## src/rtl/ghr_spec_ctrl.sv

```systemverilog
// Speculative global-history controller for a gshare predictor: shifts predictions
// into the GHR at fetch, checkpoints history in an in-order FIFO, repairs on mispredict.
module ghr_spec_ctrl #(
  parameter int unsigned GHR_W  = 10,
  parameter int unsigned DEPTH  = 4,
  parameter int unsigned PC_LSB = 2
) (
  input  logic             i_clk,
  input  logic             i_reset,
  input  logic             i_fetch_br,
  input  logic             i_fetch_pred,
  input  logic [31:0]      i_fetch_pc,
  input  logic             i_fetch_stall,
  input  logic             i_res_valid,
  input  logic             i_res_taken,
  input  logic             i_res_mispred,
  output logic [GHR_W-1:0] o_ghr,
  output logic [GHR_W-1:0] o_pht_rd_idx,
  output logic             o_pht_wr_en,
  output logic [GHR_W-1:0] o_pht_wr_idx,
  output logic             o_pht_wr_taken,
  output logic             o_full,
  output logic             o_empty,
  output logic             o_stall_req,
  output logic             o_underflow
);

  localparam int unsigned PTR_W = $clog2(DEPTH);
  localparam int unsigned CNT_W = PTR_W + 1;

  typedef struct packed {
    logic [GHR_W-1:0] ghr;
    logic [GHR_W-1:0] idx;
  } ckpt_t;

  ckpt_t            r_ckpt [DEPTH];
  logic [PTR_W-1:0] r_rd_ptr;
  logic [PTR_W-1:0] r_wr_ptr;
  logic [CNT_W-1:0] r_count;
  logic [GHR_W-1:0] r_ghr;
  logic             r_full;
  logic             r_empty;
  logic             r_underflow;

  logic [GHR_W-1:0] w_fetch_idx;
  ckpt_t            w_head;
  logic             w_pop;
  logic             w_mispred;
  logic             w_push;
  logic [GHR_W-1:0] w_ghr_nxt;
  logic [PTR_W-1:0] w_rd_ptr_nxt;
  logic [PTR_W-1:0] w_wr_ptr_nxt;
  logic [CNT_W-1:0] w_count_nxt;
  logic             w_unused_pc;

  assign w_fetch_idx = i_fetch_pc[PC_LSB +: GHR_W];
  assign w_unused_pc = ^i_fetch_pc;
  assign w_head      = r_ckpt[r_rd_ptr];

  assign w_pop     = i_res_valid & ~r_empty;
  assign w_mispred = w_pop & i_res_mispred;
  // Recovery wins over a same-cycle push: the fetched branch is on the wrong path.
  assign w_push    = i_fetch_br & ~i_fetch_stall & ~r_full & ~w_mispred;

  always_comb begin
    w_ghr_nxt    = r_ghr;
    w_rd_ptr_nxt = r_rd_ptr;
    w_wr_ptr_nxt = r_wr_ptr;
    w_count_nxt  = r_count;
    if (w_mispred) begin
      w_ghr_nxt    = {w_head.ghr[GHR_W-2:0], i_res_taken};
      w_rd_ptr_nxt = r_rd_ptr + PTR_W'(1);
      w_wr_ptr_nxt = r_rd_ptr + PTR_W'(1);
      w_count_nxt  = '0;
    end else begin
      if (w_push) begin
        w_ghr_nxt    = {r_ghr[GHR_W-2:0], i_fetch_pred};
        w_wr_ptr_nxt = r_wr_ptr + PTR_W'(1);
      end
      if (w_pop) begin
        w_rd_ptr_nxt = r_rd_ptr + PTR_W'(1);
      end
      w_count_nxt = r_count + CNT_W'(w_push) - CNT_W'(w_pop);
    end
  end

  always_ff @(posedge i_clk or negedge i_reset) begin
    if (!i_reset) begin
      r_ghr       <= '0;
      r_rd_ptr    <= '0;
      r_wr_ptr    <= '0;
      r_count     <= '0;
      r_full      <= 1'b0;
      r_empty     <= 1'b1;
      r_underflow <= 1'b0;
    end else begin
      r_ghr       <= w_ghr_nxt;
      r_rd_ptr    <= w_rd_ptr_nxt;
      r_wr_ptr    <= w_wr_ptr_nxt;
      r_count     <= w_count_nxt;
      r_full      <= (w_count_nxt == CNT_W'(DEPTH));
      r_empty     <= (w_count_nxt == '0);
      r_underflow <= i_res_valid & r_empty;
    end
  end

  // Checkpoint storage needs no reset; entries are only read after being written.
  always_ff @(posedge i_clk) begin
    if (w_push) begin
      r_ckpt[r_wr_ptr] <= '{ghr: r_ghr, idx: w_fetch_idx};
    end
  end

  assign o_ghr          = r_ghr;
  assign o_pht_rd_idx   = w_fetch_idx ^ r_ghr;
  assign o_pht_wr_en    = w_pop;
  assign o_pht_wr_idx   = w_head.idx ^ w_head.ghr;
  assign o_pht_wr_taken = i_res_taken;
  assign o_full         = r_full;
  assign o_empty        = r_empty;
  assign o_stall_req    = i_fetch_br & r_full;
  assign o_underflow    = r_underflow;

endmodule
```

## config.mk

```make
export PLATFORM = sky130hd
export DESIGN_NAME = ghr_spec_ctrl
export DESIGN_NICKNAME = d
export VERILOG_FILES = /design/src/rtl/ghr_spec_ctrl.sv
export SDC_FILE = /design/constraint.sdc
export NUM_CORES = 1
export LEC_CHECK = 0
export CAP_MARGIN = 20
export CORE_MARGIN = 8
export CORE_UTILIZATION = 54
export CTS_BUF_LIST = sky130_fd_sc_hd__clkbuf_4
export DETAILED_ROUTE_END_ITERATION = 7
export PLACE_DENSITY = 0.81
export SYNTH_ARGS = -nofsm -noshare
export SYNTH_HDL_FRONTEND = slang
export SYNTH_SLANG_ARGS = --single-unit
```

## constraint.sdc

```tcl
create_clock -name i_clk -period 3.1 [get_ports i_clk]
set_clock_uncertainty 0.1 [all_clocks]
set_input_delay 0.62 -clock i_clk [delete_from_list [all_inputs] [get_ports i_clk]]
set_output_delay 0.62 -clock i_clk [all_outputs]
set_load 0.01 [all_outputs]
```

# After elaboration in Yosys (flattened, before gate mapping)
# Memory sizes are Yosys's and may differ from the RTL's.
# Cells that the tools add are included.
# W data, S select, Z words.
[word_totals]
reg_bits = 20
ram_bits = 80
input_bits = 40
output_inout_bits = 36
word_cells = 38
memories = 1
[classes]
addsub = 4
n_eq_ne = 1
n_mux = 9
n_bitwise = 13
reduce_logical = 3
[mem_list]
columns = ["memory", "words", "width", "read_ports", "rd_clocked_by_memory_dff", "write_ports", "line_no", "text"]
rows = [
  ["r_ckpt", 4, 20, 1, 0, 1, "36", "ckpt_t r_ckpt [DEPTH];"],
]
[ops]
columns = ["cell", "count"]
rows = [
  ["$mux W10", 2],
  ["$xor A10 B10 Y10", 2],
  ["$mux W2", 4],
  ["$and A1 B1 Y1", 7],
  ["$add A2 B1 Y2 const B", 2],
  ["$not A1 Y1", 4],
  ["$reduce_bool A2 Y1", 2],
  ["$add A3 B1 Y3", 1],
  ["$eq A3 B3 Y1 const B", 1],
  ["$logic_not A3 Y1", 1],
  ["$mux W3", 1],
  ["$sub A3 B1 Y3", 1],
  ["$mux W1", 2],
]

# Depth between registers and ports, before layout
[logic_depth]
depth_word = 9
depth_mapped = 11
mapped_depth_nobuf = 9

# Worst setup path before layout
# Ideal clock, no wire load.
[synth_path]
path_kind = "input port to flip-flop"
from = "in i_fetch_stall"
to = "reg r_full (netlist: o_full)"
setup_ns = 0.120
arrival_time_ns = 2.544
required_time_ns = 2.880
path_slack_ns = 0.336
path_stages = 11
path_buffers = 2
path_cell_list = "nor3b_1 > buf_4 > buf_4 > nand2_1 > ha_1 > inv_1 > ha_1 > fa_1 > xnor3_1 > and2_1 > nor3b_1"
[synth_via]
elab_chain_len = 8
[synth_rtl]
columns = ["element", "line_no", "text"]
rows = [
  ["from (decl)", "13", "input logic i_fetch_stall,"],
  ["$not A1 Y1", "63", "assign w_push = i_fetch_br & ~i_fetch_stall & ~r_full & ~w_mispred;"],
  ["$and A1 B1 Y1 (3 in series)", "63", ""],
  ["$add A3 B1 Y3", "83", "w_count_nxt = r_count + CNT_W'(w_push) - CNT_W'(w_pop);"],
  ["$sub A3 B1 Y3", "83", ""],
  ["$mux W3", "70", "if (w_mispred) begin"],
  ["net w_count_nxt[2]", "53", "logic [CNT_W-1:0] w_count_nxt;"],
  ["$eq A3 B3 Y1", "101", "r_full <= (w_count_nxt == CNT_W'(DEPTH));"],
  ["to (signal assigned)", "101", ""],
  ["to (decl)", "41", "logic r_full;"],
]
# The timed path passes the listed nets, and every way through them passes these cells.
# A chain may end at the register's enable or synchronous reset.

# Final worst setup path
[layout_path]
from = "reg r_rd_ptr[0]"
to = "out o_pht_wr_idx[8]"
[layout_via]
elab_chain_len = 2
[layout_rtl]
columns = ["element", "line_no", "text"]
rows = [
  ["from (decl)", "37", "logic [PTR_W-1:0] r_rd_ptr;"],
  ["from (signal assigned)", "98", "r_rd_ptr <= w_rd_ptr_nxt;"],
  ["$mem_v2 Z4 W20", "--", ""],
  ["$xor A10 B10 Y10", "117", "assign o_pht_wr_idx = w_head.idx ^ w_head.ghr;"],
  ["to (decl)", "20", "output logic [GHR_W-1:0] o_pht_wr_idx,"],
]
# Every way passes these cells.

==> results.md <==
- The run finished with clean final reports.
- The TritonCTS clock tree is built.
- The growth of design area from synthesis to finish is 21.8%.
- The kind of start point of the critical path is a register.
- The clock latency on the worst-skew pair is 0.42 ns.
- The count of buffers inserted at the top-level ports is 53.
- The clock passes through at most 2 buffers.
- The global-route wire length before repair is about 11 mm.
- The worst pin sits at a relative slew slack of 0.354.
- The worst path in the final design needs a cycle of 2.94 ns, including I/O delays and setup.
- The fraction of registers with async set/reset is 0.200.
- The number of nets at the end of the flow is around 340.
- Entering global routing, the biggest net connects 32 pins.
- The total track usage is 0.144.
- The number of detailed-routing iterations run before antenna repair is 4.
- The cell area after layout is around 5000 sq um.
- The completed layout was analyzed and its total power is 4.55 mW.
- The sequential cell area fraction in the yosys report is 0.705.
- The share of total power dissipated in the clock network is 0.157.
- The final layout contains routed wiring with a total length of roughly 7.1 mm.
- The number of failing hold endpoints at the final stage is 0.
- The placed wire-length estimate after detailed placement is 4.75 mm.
- The die extent in y is approximately 100 um.
- The worst hold margin is between 0.4 and 0.5 ns.
- The area share of the largest cell type after synthesis is 0.583.
- Setup total negative slack on the finished layout was measured at 0 ns.
- The repair_antennas step left the layout with diodes totalling 0.
- The tightest min-delay check is of the reg2reg type.
- Clock-pin slew was measured on the worst setup and hold paths at about 0.13 ns.
- A synthesized cell averages ~19 sq um.
- The cell type with the largest total area after synthesis is edfxtp_1.
- The most instantiated library cell after synthesis is edfxtp_1.
- The floorplan has 32 rows.
- Of the total power, the share spent switching nets is 0.306.
- The overall die area is roughly 11000 sq um.
- The post-route clock period utilization is 0.949.
- The initial detailed-routing violation count is slightly above 80.
- The slew at the pin closest to its max-slew limit is ~0.97 ns.
- In the routed layout, each cell is associated on average with a via count of roughly 5.3.
- The cell area that synthesis handed to floorplanning was 4120 sq um.
- The final setup violation count is 0.
- The top fanout value on the critical path is 3.
- Setup repair after global routing left no endpoint under its margin.
- The tree built by TritonCTS fans out to 100 sinks.
- The startpoint-to-endpoint class of the critical path is reg2out.
- The internal power of the cells totals around 3.2 mW.
- The via count of the first global-routing pass is ~2200.
- The number of standard cells after synthesis is 220.
- The total grt overflow is 0.
- Counting flops with a built-in enable in the synthesized netlist gives 80.
- The combinational group share of total power is 0.411.
- For this design the total switching power over the nets is around 1.4 mW.
- The average routed wire per standard cell is around 18 um.
- The number of levels the H-tree was split into is 3.
- Of the cells placed in the final design, the portion with a size suffix greater than 1 is 0.182.
- The number of maximum-capacitance constraint violations is 0.
- The signal arrival time at the worst endpoint is approximately 2.2 ns.
- The flop and latch count out of synthesis is 100.
- Routability-driven placement finished with a final weighted congestion of 0.698.
- At the end of the flow the core is filled with cells to 0.663.
- The total number of vias is around 2100.
- In this run the count of I/O pins placed on the die edge is 76.
- CTS placed an instance of clkbuf_4 at the clock tree root.
- The number of nets produced by synthesis is between 200 and 300.
- The sort of element at the end of the critical path is a primary output.
- The placeable core region is about 7600 sq um.
- The ratio of total power to cell area is ~900 nW/um^2.
- The post-detailed-route count of antenna-violating nets is 0.
- For this run, design rule violations remaining after detail routing come to 0.
- The number of different library cells used by synthesis comes to 26.
- For this run, the leading register cell type out of synthesis is edfxtp_1.
- The placed instances occupy a cell area of 4830 sq um.
- The commonest cells after synthesis are edfxtp_1 (80), xor2_1 (25), dfrtp_1 (19), mux4_2 (16), mux2i_1 (12).
- The number of pins exceeding their max-slew limit in the final report came to 0.
- The total clock buffers created by CTS is 9.
- The die outline width is between 100 and 150 um.
- The hold buffer count at CTS is 0.
- The number of antenna violations at the first check in global routing was 0.
- The worst ir drop on vdd is 0.000597 V.
- The sequential share of power is 0.431.
- The endpoint required time on the critical path is ~2.4 ns.
- Based on the critical path, the design can be clocked at up to 340 MHz.
- The analysis attributes to cell leakage a power of roughly 1.9 nW.
- The starting density of the core is 0.544.
- The warning count from the yosys run is 0.
- Ranked by total cell area, the synthesized netlist is headed by edfxtp_1 (58%), dfrtp_1 (12%), mux4_2 (8.7%).
worst paths after layout:
path | startpoint | to | slack (ns) | cells after the start
max in group asynchronous | i_reset | o_ghr[4] | 1.69 | 1
worst max register to register | o_empty | o_full | 0.73 | 9
min in group asynchronous | i_reset | o_ghr[8] | 0.61 | 1
worst min-delay path | o_empty | o_underflow | 0.48 | 1
worst min register to register | o_empty | o_underflow | 0.48 | 1
worst max-delay path | r_rd_ptr[0] | o_pht_wr_idx[8] | 0.16 | 4
layer usage:
metal  vias to the layer above  track usage  wire length (um)  part of all wire
met5                         -            0                 0                 0
met2                        70        0.240              3560              0.50
met4                         0       0.0801               176             0.025
met1                      1056        0.169              2980              0.42
li1                        976            -                 -                 -
met3                        12       0.0335               426             0.060
registers in the layout, indices dropped and copies added, names as in the netlist:
name and flops:
r_ckpt 80, o_ghr 10, r_count 3, r_rd_ptr 2
r_wr_ptr 2, o_empty 1, o_full 1, o_underflow 1
critical path, stage by stage, from the launching register on:
cell and delay (ns):
dfrtp_1 0.43, buf_6 0.14, mux4_2 0.52, xor2_1 0.17, clkdlybuf4s50_1 0.55
area by class of cell:
class	count	area (sq um)
timing repair buffer	72	709
inverter	5	18.8
clock inverter	6	80.1
tap	102	128
multi-input combinational	104	1100
sequential	100	2900
clock buffer	10	75.1
fill	505	2550
layout by cell type, fill, tap and decap left out, drive strengths merged:
master / n
a21oi: 11
and2: 5
and3: 4
buf: 19
bufinv: 2
clkbuf: 10
clkdlybuf4s50: 45
clkinv: 3
clkinvlp: 1
dfrtp: 19
dfstp: 1
dlymetal6s2s: 8
edfxtp: 80
fa: 1
ha: 6
inv: 5
mux2i: 12
mux4: 19
nand2: 2
nand3b: 1
nor2: 11
nor2b: 1
nor3b: 2
o31ai: 1
xnor2: 2
xnor3: 1
xor2: 25
stage by stage:
step / setup WS [ns] / instances
2_1_floorplan: 0.336 / 220
3_3_place_gp: 0.155 / 380
3_5_place_dp: 0.0832 / 380
4_1_cts: -0.0356 / 396
5_1_grt: 0.0764 / 399
6_report: 0.157 / 399
power by group through the flow:
stage | sequential (mW) | combinational [mW] | clock [mW]
4_1_cts | 1.97 | 1.91 | 0.735
5_1_grt | 2.00 | 2.03 | 0.788
3_5_place_dp | 2.00 | 1.90 | 0
3_3_place_gp | 1.97 | 1.86 | 0
2_1_floorplan | 1.97 | 1.05 | 0
6_report | 1.96 | 1.87 | 0.716
what timing repair did:
item,4_1_cts,5_1_grt
buffers inserted,0,3
resized for setup,1,11
gates cloned,0,0
endpoints found under the setup margin,5,9
kinds of logic after synthesis:
kind of cell	share of synthesized area
AOI/OAI and AO/OA	0.0152
buffers and inverters	0.0255
adders and majority gates	0.0231
muxes	0.136
and+or+nand+nor	0.0325
xor gates and xnor gates	0.0629
DFF	0.705
Note: power is estimated with default switching activity, not from simulation.
